$ cat src/rtl/mem_stage_sram.sv
// -----------------------------------------------------------------------------
// mem_stage_sram
//   Memory stage of the five-stage pipeline. A 32-bit load/store is split into
//   two half-word accesses to an external 16-bit asynchronous SRAM, each phase
//   lasting SRAM_WAIT cycles. While an access runs, `freeze` stalls the
//   upstream pipeline and WB_en is forced low so MEM_Stage_reg sees a bubble.
//
// Parameters
//   SRAM_WAIT  cycles per half-word phase (>= 2)
//   BASE_ADDR  byte address mapping to SRAM word 0
//
// Ports
//   clk, rst                      clock (rising), synchronous active-low reset
//   WB_en_in, MEM_R_EN_in,
//   MEM_W_EN_in, ALU_result_in,
//   ST_val_in, Dest_in, PC_in     EX/MEM inputs
//   WB_en                         WB_en_in gated by freeze and reset
//   MEM_R_EN, ALU_result, Dest,
//   PC                            combinational pass-through
//   MEM_read_value                load-data register
//   freeze                        stall request to the upstream stages
//   sram_addr, sram_dq_out,
//   sram_dq_oe, sram_we_n         registered SRAM controls
//   sram_dq_in                    SRAM read data
//
// Optional feature
//   MEM_STAGE_READ_CACHE_EN : one-entry read tag; a repeated read of the last
//   completed word index finishes in IDLE without touching the SRAM.
// -----------------------------------------------------------------------------
module mem_stage_sram #(
    parameter int unsigned SRAM_WAIT = 2,
    parameter int unsigned BASE_ADDR = 1024
) (
    input  logic        clk,
    input  logic        rst,
    input  logic        WB_en_in,
    input  logic        MEM_R_EN_in,
    input  logic        MEM_W_EN_in,
    input  logic [31:0] ALU_result_in,
    input  logic [31:0] ST_val_in,
    input  logic [4:0]  Dest_in,
    input  logic [31:0] PC_in,
    output logic        WB_en,
    output logic        MEM_R_EN,
    output logic [31:0] ALU_result,
    output logic [4:0]  Dest,
    output logic [31:0] PC,
    output logic [31:0] MEM_read_value,
    output logic        freeze,
    output logic [17:0] sram_addr,
    output logic [15:0] sram_dq_out,
    output logic        sram_dq_oe,
    input  logic [15:0] sram_dq_in,
    output logic        sram_we_n
);

    localparam int             CW   = $clog2(SRAM_WAIT);
    localparam logic [CW-1:0]  LAST = CW'(SRAM_WAIT - 1);
    localparam logic [31:0]    BASE = 32'(BASE_ADDR);

    typedef enum logic [1:0] {S_IDLE, S_LO, S_HI, S_DONE} state_t;

    state_t         state_q, state_d;
    logic [CW-1:0]  cnt_q, cnt_d;
    logic [31:0]    rd_val_q, rd_val_d;
    logic [17:0]    addr_q, addr_d;
    logic [15:0]    dq_out_q, dq_out_d;
    logic           dq_oe_q, dq_oe_d;
    logic           we_n_q, we_n_d;
    logic           freeze_c;
    logic           hit;

    // Word index of (ALU_result_in - BASE) >> 2, bits [16:0]. Only address
    // bits [18:0] influence those result bits; bits [1:0] only contribute the
    // borrow into bit 2.
    logic        borrow;
    logic [16:0] idx;
    assign borrow = (ALU_result_in[1:0] < BASE[1:0]);
    assign idx    = ALU_result_in[18:2] - BASE[18:2] - {16'b0, borrow};

    logic req, wr_req;
    assign req    = MEM_R_EN_in | MEM_W_EN_in;
    // Read wins when both enables are set.
    assign wr_req = MEM_W_EN_in & ~MEM_R_EN_in;

`ifdef MEM_STAGE_READ_CACHE_EN
    logic        valid_q, valid_d;
    logic [16:0] tag_q, tag_d;

    assign hit = (state_q == S_IDLE) & MEM_R_EN_in & valid_q & (idx == tag_q);

    always_comb begin
        valid_d = valid_q;
        tag_d   = tag_q;
        if (state_q == S_IDLE && wr_req) begin
            valid_d = 1'b0;
        end
        if (state_q == S_DONE && MEM_R_EN_in) begin
            valid_d = 1'b1;
            tag_d   = idx;
        end
    end

    always_ff @(posedge clk) begin
        if (!rst) begin
            valid_q <= 1'b0;
            tag_q   <= '0;
        end else begin
            valid_q <= valid_d;
            tag_q   <= tag_d;
        end
    end
`else
    assign hit = 1'b0;
`endif

    // Next state, phase counter and freeze.
    always_comb begin
        state_d  = state_q;
        cnt_d    = cnt_q;
        freeze_c = 1'b0;
        case (state_q)
            S_IDLE: begin
                if (req && !hit) begin
                    freeze_c = 1'b1;
                    state_d  = S_LO;
                    cnt_d    = '0;
                end
            end
            S_LO: begin
                freeze_c = 1'b1;
                if (cnt_q == LAST) begin
                    state_d = S_HI;
                    cnt_d   = '0;
                end else begin
                    cnt_d = cnt_q + 1'b1;
                end
            end
            S_HI: begin
                freeze_c = 1'b1;
                if (cnt_q == LAST) begin
                    state_d = S_DONE;
                    cnt_d   = '0;
                end else begin
                    cnt_d = cnt_q + 1'b1;
                end
            end
            default: begin
                // DONE: inputs still show this instruction; never retrigger.
                state_d = S_IDLE;
            end
        endcase
    end

    // SRAM controls are registered, so they are derived from the state and
    // counter of the *next* cycle; they then line up with the phase itself.
    always_comb begin
        addr_d   = addr_q;
        dq_out_d = dq_out_q;
        dq_oe_d  = 1'b0;
        we_n_d   = 1'b1;
        if (state_d == S_LO || state_d == S_HI) begin
            addr_d = {idx, (state_d == S_HI)};
            if (wr_req) begin
                dq_oe_d  = 1'b1;
                we_n_d   = (cnt_d == LAST);  // strobe released on last cycle
                dq_out_d = (state_d == S_HI) ? ST_val_in[31:16] : ST_val_in[15:0];
            end
        end
    end

    // Load data is sampled on the last cycle of each phase, when the address
    // has been stable for the whole phase.
    always_comb begin
        rd_val_d = rd_val_q;
        if (!wr_req && cnt_q == LAST) begin
            if (state_q == S_LO) rd_val_d[15:0]  = sram_dq_in;
            if (state_q == S_HI) rd_val_d[31:16] = sram_dq_in;
        end
    end

    always_ff @(posedge clk) begin
        if (!rst) begin
            state_q  <= S_IDLE;
            cnt_q    <= '0;
            rd_val_q <= '0;
            addr_q   <= '0;
            dq_out_q <= '0;
            dq_oe_q  <= 1'b0;
            we_n_q   <= 1'b1;
        end else begin
            state_q  <= state_d;
            cnt_q    <= cnt_d;
            rd_val_q <= rd_val_d;
            addr_q   <= addr_d;
            dq_out_q <= dq_out_d;
            dq_oe_q  <= dq_oe_d;
            we_n_q   <= we_n_d;
        end
    end

    assign freeze         = freeze_c & rst;
    assign WB_en          = WB_en_in & ~freeze & rst;
    assign MEM_R_EN       = MEM_R_EN_in;
    assign ALU_result     = ALU_result_in;
    assign Dest           = Dest_in;
    assign PC             = PC_in;
    assign MEM_read_value = rd_val_q;
    assign sram_addr      = addr_q;
    assign sram_dq_out    = dq_out_q;
    assign sram_dq_oe     = dq_oe_q;
    assign sram_we_n      = we_n_q;

endmodule

$ cat config.mk
export PLATFORM = sky130hd
export DESIGN_NAME = mem_stage_sram
export DESIGN_NICKNAME = d
export VERILOG_FILES = /design/src/rtl/mem_stage_sram.sv
export SDC_FILE = /design/constraint.sdc
export NUM_CORES = 1
export LEC_CHECK = 0
export CAP_MARGIN = 20
export CORE_ASPECT_RATIO = 1.75
export CORE_MARGIN = 2
export CORE_UTILIZATION = 36
export DETAILED_ROUTE_END_ITERATION = 6
export MAX_ROUTING_LAYER = met4
export PLACE_DENSITY = 0.91
export SLEW_MARGIN = 15
export SYNTH_ARGS = -nofsm -noshare
export SYNTH_HDL_FRONTEND = slang
export SYNTH_SLANG_ARGS = --single-unit
$ cat constraint.sdc
create_clock -name clk -period 2.95 [get_ports clk]
set_input_delay 0.4425 -clock clk [delete_from_list [all_inputs] [get_ports clk]]
set_output_delay 0.4425 -clock clk [all_outputs]
set_load 0.02 [all_outputs]
* Word level (Yosys, flattened, before mapping)
Index checks and enable logic that the tools add are counted.
W data, S select, Z words.
** Storage, ports and cells
- Flip-flop bits (word level) :: 71
- Bits of input ports :: 122
- Output and inout port bits :: 140
** Operators by class
- Add/sub/neg operators :: 3
- Magnitude comparators :: 1
- Eq/ne operators :: 4
- Multiplexer cells :: 11
- Bitwise logic cells :: 7
- Reduce and logical (&&, ||, !) cells :: 10
** Operator list (count)
- $sub A17 B1 Y17 :: 1
- $sub A17 B9 Y17 const B :: 1
- $mux W16 :: 1
- $reduce_and A2 Y1 :: 4
- $mux W2 :: 3
- $pmux W2 S3 :: 1
- $and A1 B1 Y1 :: 4
- $eq A2 B1 Y1 const B :: 2
- $eq A2 B2 Y1 const B :: 2
- $mux W1 :: 4
- $pmux W1 S2 :: 2
- $reduce_and A3 Y1 :: 1
- $logic_not A2 Y1 :: 1
- $lt A2 B1 Y1 const B :: 1
- $not A1 Y1 :: 2
- $reduce_or A2 Y1 :: 1
- $add A1 B1 Y1 const B :: 1
- $logic_and A1 B1 Y1 :: 1
- $logic_not A1 Y1 :: 1
- $logic_or A1 B1 Y1 :: 1
- $or A1 B1 Y1 :: 1

* Longest topological paths before layout
- Depth after elaboration :: 7
- Gate-level depth with buffers :: 13
- Gate-level depth less buffers :: 11

* Worst setup path before layout
No wires, ideal clock.
- Kind :: register to register
- From :: register state_q[1]
- To :: register addr_q[6] (netlist: sram_addr[6])
- Setup time :: 0.128 ns
- Arrival :: 2.331 ns
- Slack :: 0.492 ns
- Stages on the path, launching flop included :: 12
- Buffers on the path :: 3
- Period minus slack after synthesis :: 2.458 ns
- Path through :: dfxtp_1 inv_1 ha_1 o21ai_0 a211o_1 ha_1 clkbuf_1 inv_1 clkbuf_1 buf_1 mux2i_1 nor2_1
** Between the ends
- Longest elaborated chain between the ends :: 4
** Ends and longest elaborated chain
- start: declaration :: line 63 : state_t state_q, state_d;
- start signal: assignment :: line 192 : state_q <= state_d;
- $eq A2 B2 Y1 (tied with other cells) :: line 122 : case (state_q)
- $pmux W2 S3 * :: line 122
- $eq A2 B1 Y1 or $eq A2 B2 Y1 (tied branches) :: line 162 : if (state_d == S_LO || state_d == S_HI) begin
- $logic_or A1 B1 Y1 * :: line 162
- end signal: assignment :: line 195 : addr_q <= addr_d;
- end: declaration :: line 66 : logic [17:0] addr_q, addr_d;
Every way passes the cells marked *; elsewhere a longest branch is shown, timed or not.
A chain may end at the register's enable or synchronous reset.

* Worst setup path in the final report
- From :: register state_q[1]
- To :: output WB_en
** Between the ends
- Longest elaborated chain between the ends :: 7
** Ends and longest elaborated chain
- $eq A2 B1 Y1 or $eq A2 B2 Y1 (tied branches) :: line 122
- $reduce_or A2 Y1 (no source line)
- $pmux W1 S2 * :: line 122
- $and A1 B1 Y1 * :: line 202 : assign freeze = freeze_c & rst;
- $not A1 Y1 * :: line 203 : assign WB_en = WB_en_in & ~freeze & rst;
- $and A1 B1 Y1 * (2 in a row) :: line 203
- end: declaration :: line 43 : output logic WB_en,
Marks and branches as above.

==> flow_metrics.env <==
export IMPL_grt_ovfl_total=0
export IMPL_gp_congestion=0.865
export IMPL_crit_fanout=4
export IMPL_fin_util_pct=52.1
export IMPL_cpPeakStageDelay_ns=0.61
export IMPL_drcViolationCount=0
export IMPL_layout_common_cells="clkdlybuf4s50_1, nand2_1, dfxtp_1"
export IMPL_cp_required_ns=2.51
export IMPL_leakage_nw=1.95
export IMPL_drv_cap=0
export IMPL_place_area_um2=4990
export IMPL_rsz0062_at_grt="false"
export IMPL_synth_compound_area_share_pct=16.4
export IMPL_first_pass_iters=5
export IMPL_ctsResizeCount=0
export IMPL_path_buf_inv=2
export IMPL_start_util_pct=37.0
export IMPL_p_comb_share_pct=42.3
export IMPL_grt_max_degree=35
export IMPL_die_height_um=140
export IMPL_synthAdderAreaFrac_pct=4.27
export IMPL_synthesis_nets=597
export IMPL_grt_use_total_pct=21.3
export IMPL_skew_ns=0.00929
export IMPL_ir_drop_v=0.000630
export IMPL_worst_slack_ns=0.501
export IMPL_setup_tns_final_ns=0
export IMPL_root_buffer="clkbuf_16"
export IMPL_numClockSinks=71
export IMPL_grt_pass1_wl_mm=17.9
export IMPL_path_cells="inv_1 -> ha_1 -> o21ai_0 -> a21oi_1 -> nor2_1 -> clkdlybuf4s50_1"
export IMPL_power_density_nw_per_um2=851
export IMPL_postCtsSetupRepairBufs=0
export IMPL_synth_edf_count=0
export IMPL_syn_inst=462
export IMPL_pwr_share_clk_pct=29.3
export IMPL_cts_inserted_buffers=9
export IMPL_layout_drive_gt1_share_pct=6.18
export IMPL_cp_end_kind="output pin"
export IMPL_hold_buffers=0
export IMPL_rows=49
export IMPL_vias=3523
export IMPL_stdcell_count=678
export IMPL_ios=262
export IMPL_layout_commonest_cell="clkdlybuf4s50_1"
export IMPL_fmax_mhz=408
export IMPL_ant_nets=0
export IMPL_coreArea_um2=10300
export IMPL_status="finished, final reports clean"
export IMPL_yosysSeqAreaShare_pct=37.3
export IMPL_avgSynthCellArea_um2=8.25
export IMPL_yosys_warnings=0
export IMPL_synth_flop_cell="dfxtp_1"
export IMPL_synth_seq_cells=71
export IMPL_drtIter0Drc=162
export IMPL_switching_power_mw=1.60
export IMPL_cp_top_family="buffers and inverters"
export IMPL_synth_top_family_by_area="buffers and inverters"
export IMPL_min_period_ns=2.45
export IMPL_relSlewSlack_pct=50.7
export IMPL_die_w_um=81.8
export IMPL_clk_latency_ns=0.33
export IMPL_dieArea_um2=11500
export IMPL_port_buffers=157
export IMPL_cts_clk_slew_worst_paths_ns=0.06
export IMPL_hold_viol_final=0
export IMPL_muxShareOfSynthArea_pct=6.34
export IMPL_worst_pin_slew_ns=0.737
export IMPL_cp_start_kind="flop"
export IMPL_power_total_mw=4.56
export IMPL_finalMaxSlewViolations=0
export IMPL_synth_area_um2=3810
export IMPL_p_int_mw=2.96
export IMPL_hp_class="reg2reg"
export IMPL_async_flop_share_pct=0
export IMPL_clockBufferDepth=2
export IMPL_grt_pass1_vias=3557
export IMPL_synthDistinctLibCells=46
export IMPL_vias_per_cell=5.20
export IMPL_design_area_um2=5360
export IMPL_pwr_share_seq_pct=28.4
export IMPL_pre_cts_slack_ns=0.203
export IMPL_cts_tree="built"
export IMPL_antenna_found_initial=1
export IMPL_routedWlPerCell_um=17.6
export IMPL_syn_to_final_growth_pct=40.8
export IMPL_netSwitchingFraction_pct=35.1
export IMPL_worst_hold_slack_ns=0.451
export IMPL_totalWireLength_mm=11.9
export IMPL_setup_viol=0
export IMPL_cpMaxStageDelayCell="clkdlybuf4s50_1"
export IMPL_nets=680
export IMPL_placedCellCount=661
export IMPL_yosys_area_share_simple_pct=15.6
export IMPL_crit_arrival_ns=2.01
export IMPL_htreeDepth=3
export IMPL_synth_xor_area_share_pct=1.84
export IMPL_hpwl_mm=9.17
export IMPL_post_route_period_util_pct=83.0
export IMPL_worstSetupPathType="reg2out"
tightest hold or removal path, delay by kind of cell, from the launching register on:
family	cells	cell delay, ns
simple gates	1	0.05
flops	1	0.30
compound gates	1	0.05
routing by layer:
layer / up-vias / part of all wire [%] / track usage [%]
li1: 1672 / - / -
met1: 1618 / 33 / 18.7
met2: 160 / 51 / 35.7
met3: 73 / 8.2 / 6.44
met4: 0 / 7.5 / 17.5
met5: - / 0 / -
Yosys cell counts, types with 2 or more instances:
library cell	count	area, µm²
nand2b_1	2	12.5
a21oi_1	49	245
xor2_1	3	26.3
buf_4	70	526
nand2_1	76	285
o21bai_1	2	15.0
o31ai_1	3	22.5
nor3_1	3	15.0
buf_1	2	7.51
a31oi_1	4	25.0
mux2i_1	23	230
clkbuf_1	20	75.1
ha_1	13	163
xnor2_1	5	43.8
a21o_1	2	15.0
nor2_1	36	135
o21ai_0	8	40.0
nand4_1	2	12.5
nand3_1	8	40.0
dfxtp_1	71	1420
and3_1	4	25.0
a211oi_1	21	158
inv_1	12	45.0
layout make-up:
type                    count  area (µm²)
clock inverters             5         129
repair buffers            166        1660
multi-input cells         284        1700
clock buffers              11         243
diodes                      1        2.50
fillers                   945        4940
flip-flops and latches     71        1420
well taps                 127         159
inverters                  13        48.8
state kept, by name, indices dropped and copies added, names as in the netlist:
name,cells
sram_dq_out,16
MEM_read_value,32
state_q,2
sram_addr,18
cnt_q,1
sram_we_n,1
sram_dq_oe,1
logic make-up after synthesis:
kind of cell	after synthesis
and+or+nand+nor	140
buffers and inverters	107
AOI/OAI and AO/OA	99
DFF	71
muxes	24
adders and majority gates	13
xor gates and xnor gates	8
power groups by stage:
stage	Clock, mW	Sequential, mW	Combinational (mW)
6_report	1.34	1.30	1.93
5_1_grt	1.40	1.32	2.09
4_1_cts	1.36	1.30	1.94
3_5_place_dp	0	1.31	1.94
3_3_place_gp	0	1.31	1.88
2_1_floorplan	0	1.53	1.01
worst paths after layout:
check,startpoint,end,slack [ns],cells past startpoint
worst max-delay path,state_q[1],WB_en,0.50,6
worst min-delay path,MEM_read_value[21],MEM_read_value[21],0.45,2
worst max register to register,state_q[1],sram_dq_out[7],0.52,8
worst min register to register,MEM_read_value[21],MEM_read_value[21],0.45,2
Note: power is estimated with default switching activity, not from simulation.
